### src/rtl/next_line_prefetch_unit.sv
// Next-line prefetcher: on a demand miss it fetches the following cache line
// and buffers it until the cache control installs it.
module next_line_prefetch_unit #(
  parameter int ADDR_W   = 32,
  parameter int LINE_W   = 256,
  parameter int OFFSET_W = 5,
  parameter int CNT_W    = 16
) (
  input  logic              clk,
  input  logic              rst,
  input  logic              prefetch_start,
  input  logic [ADDR_W-1:0] demand_addr,
  output logic              pf_pmem_read,
  output logic [ADDR_W-1:0] pf_pmem_addr,
  input  logic              pf_pmem_resp,
  input  logic [LINE_W-1:0] pf_pmem_rdata,
  input  logic              pf_present,
  input  logic              pf_lru,
  output logic              prefetch_ready,
  input  logic              pf_ack,
  output logic [ADDR_W-1:0] pf_addr,
  output logic [LINE_W-1:0] pf_line,
  output logic              pf_cache_way,
  output logic [CNT_W-1:0]  pf_count
);

  localparam int IDX_W = ADDR_W - OFFSET_W;

  localparam logic [2:0] IDLE        = 3'd0;
  localparam logic [2:0] WAIT_DEMAND = 3'd1;
  localparam logic [2:0] ISSUE       = 3'd2;
  localparam logic [2:0] CHECK       = 3'd3;
  localparam logic [2:0] READY       = 3'd4;

  logic [2:0]     state;
  logic [IDX_W:0] next_idx;

  // The extra top bit is the carry that flags a wrap past the last line.
  assign next_idx = {1'b0, demand_addr[ADDR_W-1:OFFSET_W]} + (IDX_W+1)'(1);

  assign pf_pmem_read   = (state == ISSUE);
  assign prefetch_ready = (state == READY);
  assign pf_pmem_addr   = pf_addr;

  always_ff @(posedge clk or negedge rst) begin
    if (!rst) begin
      state        <= IDLE;
      pf_addr      <= '0;
      pf_line      <= '0;
      pf_cache_way <= 1'b0;
      pf_count     <= '0;
    end else begin
      case (state)
        IDLE: begin
          if (prefetch_start && !next_idx[IDX_W]) begin
            pf_addr <= {next_idx[IDX_W-1:0], {OFFSET_W{1'b0}}};
            state   <= WAIT_DEMAND;
          end
        end
        WAIT_DEMAND: begin
          if (!prefetch_start) state <= ISSUE;
        end
        ISSUE: begin
          if (pf_pmem_resp) begin
            pf_line <= pf_pmem_rdata;
            state   <= CHECK;
          end
        end
        CHECK: begin
          if (pf_present) begin
            state <= IDLE;
          end else begin
            pf_cache_way <= pf_lru;
            state        <= READY;
          end
        end
        READY: begin
          if (pf_ack) begin
            if (pf_count != '1) pf_count <= pf_count + CNT_W'(1);
            state <= IDLE;
          end
        end
        default: state <= IDLE;
      endcase
    end
  end

endmodule

### config.mk
export PLATFORM = sky130hd
export DESIGN_NAME = next_line_prefetch_unit
export DESIGN_NICKNAME = d
export VERILOG_FILES = /design/src/rtl/next_line_prefetch_unit.sv
export SDC_FILE = /design/constraint.sdc
export NUM_CORES = 1
export LEC_CHECK = 0
export CAP_MARGIN = 40
export CORE_AREA = 2 2 245 247
export DETAILED_ROUTE_END_ITERATION = 6
export DIE_AREA = 0 0 247 249
export MAX_ROUTING_LAYER = met4
export PLACE_DENSITY = 0.54
export SYNTH_ARGS = -nofsm -noshare
export SYNTH_HDL_FRONTEND = slang
export SYNTH_SLANG_ARGS = --single-unit
### constraint.sdc
create_clock -name clk -period 1.7 [get_ports clk]
set_input_delay 0.34 -clock clk [delete_from_list [all_inputs] [get_ports clk]]
set_output_delay 0.34 -clock clk [all_outputs]
set_load 0.1 [all_outputs]
==> reports/summary.txt <==
Max Root-Sink Buffers: 3
number of buffers created by CTS: 37
Setup-failing EPs final: 253
Max Clock Freq: 523 MHz
met1 Track Usage GR: 17.5%
Die Wd: 247 um
Non-Filler Instances: 2361
IO Pins: 634
DIE AREA: 0.0615 sq mm
htree depth: 2
Final ANT Viol Nets: 0
Setup crit end: prefetch_ready
minimum clock period: 1.91 ns
R2R setup slack: -0.14 ns
Area Growth Syn to Fin: 117%
Hold Vio Cnt, Final: 0
area of the multi-input gates: 0.00539 sq mm
Setup CP Type: flop to output port
Req. time, crit path: 1.36 ns
clk sinks: 303
crit path from: state[1]
Iteration-0 DRC Markers: 302
Reg area: 0.00764 sq mm
antenna violations before repair: 3
Slew Viols, Final: 0
final RePlAce weighted congestion: 0.798
CP Launch Type: flop
Avg Cell Area, Syn: 14.9 sq um
row count: 89
RSZ-0062 raised after global routing: true
status: complete, but fails checks
final-stage net count: 1856
post-synthesis cell count: 826
violated checks: negative setup slack
Initial Util: 21.0%
layout cells sized above 1: 54.6%
Min-Delay Path Class: primary input to asynchronous set/reset pin
TritonCTS clock tree: yes
clock latency on the worst-skew pair: 0.54 ns
critical path arrival: 1.57 ns
flop and latch count out of synthesis: 303
GRT met2 Usage: 26.8%
first-pass GRT wire length: 71000 um
HPWL after detailed placement: 34200 um
vias per cell: 4.08
Tcrit/Tclk final: 112%
vias in the first global route: 10733
routed vias: 9635
DRT Wirelength: 48600 um
Yosys cell types: 38
Max Cap Violations: 0
FF-to-FF path depth: 7
largest net degree at the start of global routing: 54
core area: 0.0587 sq mm
Worst Skew: 0.0180 ns
r2r endpoint: pf_line[182]
Buffers on Ports: 618
gr usage total: 15.6%
first-pass iteration count of the detailed router: 4
Top Usage Layer GRT: met2
Routed WL per cell: 20.6 um
crit path capture type: output port
Clk pin slew, worst setup/hold paths: 0.06 ns
Placed Cells: 2238
grt met3 use: 4.74%
root buf cell: clkbuf_16
yosys warns: 0
Fillers: 5076
crit path setup slack, layout: -0.211 ns
die height: 249 um
post-synthesis sequential area ratio: 61.5%
DR DRC count: 0
Critical Path Fanout Max: 4
reg2reg start: state[0]
grt ovf: 0
Synth Cell Area: 0.0123 sq mm
kinds of logic (layout without fill, tap and decap cells):
family | Yosys count | count (layout) | synth area share [%]
compound gates | 34 | 34 | 1.92
mux | 261 | 261 | 23.8
other cells | 1 | 13 | 0.0304
simple gates | 108 | 108 | 4.72
xor+xnor | 38 | 38 | 2.70
fa+ha+maj | 2 | 2 | 0.203
flops | 303 | 303 | 61.5
buf+inv | 79 | 829 | 5.17
cell usage after synthesis:
| cell | n | area share [%] |
|---|---|---|
| a21oi_1 | 16 | 0.65 |
| inv_1 | 4 | 0.12 |
| o211ai_1 | 1 | 0.061 |
| nor4b_1 | 1 | 0.071 |
| nand3_4 | 1 | 0.14 |
| or2_1 | 1 | 0.051 |
| a21o_1 | 2 | 0.12 |
| and3_1 | 5 | 0.25 |
| mux2i_1 | 1 | 0.081 |
| xnor2_1 | 23 | 1.6 |
| a31oi_1 | 1 | 0.051 |
| buf_4 | 47 | 2.9 |
| nor2_1 | 35 | 1.1 |
| dfrtp_1 | 303 | 61 |
| a21oi_2 | 10 | 0.71 |
| nor3_2 | 1 | 0.081 |
| buf_2 | 6 | 0.24 |
| buf_6 | 21 | 1.9 |
| o21ai_0 | 2 | 0.081 |
| nand4_2 | 1 | 0.10 |
| clkbuf_1 | 1 | 0.030 |
| mux2_2 | 260 | 24 |
| and2_1 | 4 | 0.20 |
| a31oi_4 | 1 | 0.17 |
| nand4_1 | 16 | 0.81 |
| conb_1 | 1 | 0.030 |
| o31a_1 | 1 | 0.071 |
| xor2_1 | 15 | 1.1 |
| or4b_1 | 1 | 0.081 |
| and4bb_2 | 1 | 0.10 |
| and4_1 | 5 | 0.35 |
| or3_1 | 1 | 0.051 |
| nor4_1 | 3 | 0.15 |
| nand3_1 | 8 | 0.32 |
| nand2_1 | 16 | 0.49 |
| nor3b_1 | 3 | 0.18 |
| nor3_1 | 5 | 0.20 |
| ha_1 | 2 | 0.20 |
flip-flops by register name, summed over array words and instances (netlist names):
| signal | flops |
|---|---|
| pf_cache_way | 1 |
| pf_line | 256 |
| pf_count | 16 |
| state | 3 |
| pf_addr | 27 |
area by class of cell:
type / count / share of cell area, %
Antenna cell: 3 / 0.0281
Clock buffer: 61 / 4.37
Clock inverter: 4 / 0.183
Inverter: 4 / 0.0562
Multi-Input combinational cell: 453 / 20.2
Sequential cell: 303 / 28.6
Tap cell: 773 / 3.62
Timing Repair Buffer: 760 / 43.0
worst max-delay path, stage by stage (launching register included):
cell and delay, ns:
dfrtp_1 0.43, buf_6 0.15, nor3b_4 0.25, buf_12 0.21
metrics by stage:
stage	worst slack, ns	cell area, sq um	hold WS [ns]	setup TNS [ns]	util, %
finish	-0.211	26700	0.334	-19.48	45.6
global route	-0.278	26700	0.341	-35.32	45.6
CTS	-0.257	26500	0.318	-39.48	45.1
detailed placement	-0.569	23100	0.299	-54.28	39.4
global placement	-0.525	23100	0.301	-51.35	39.4
floorplan	-0.702	12500	0.0444	-178.56	-
timing repair:
item / in CTS / in global routing
hold buffers: 1 / 0
gates cloned: 24 / 4
gates resized for setup: 279 / 186
endpoints found under the setup margin: 256 / 296
endpoints found under the hold margin: 32 / 0
pin swaps: 4 / 7
buffers inserted: 45 / 11
per-layer routing:
layer / routed length (um) / share of wire [%]
met1: 18600 / 38
met2: 25100 / 52
met3: 3800 / 7.8
met4: 1100 / 2.3
met5: 0 / 0
worst min path at each step:
stage,start,end
after floorplan,rst,pf_addr[10]
after global placement,rst,pf_line[200]
after detailed placement,rst,pf_line[200]
after CTS,rst,pf_line[112]
after global routing,rst,pf_line[200]
final,rst,pf_line[200]
cell usage in the layout (no fill, tap or decap), drive strengths merged, types with 2 or more instances in the layout:
| cell type | count |
|---|---|
| a21o | 2 |
| a21oi | 26 |
| a31oi | 2 |
| and2 | 4 |
| and3 | 5 |
| and4 | 5 |
| buf | 468 |
| clkbuf | 64 |
| clkdlybuf4s50 | 288 |
| clkinv | 2 |
| conb | 10 |
| dfrtp | 303 |
| diode | 3 |
| ha | 2 |
| inv | 5 |
| mux2 | 260 |
| nand2 | 16 |
| nand3 | 9 |
| nand4 | 17 |
| nor2 | 35 |
| nor3 | 6 |
| nor3b | 3 |
| nor4 | 3 |
| o21ai | 2 |
| xnor2 | 23 |
| xor2 | 15 |
Power is left out: the tool's default activity adds up to more than one toggle a clock period on the data nets, which glitch-free logic cannot reach.
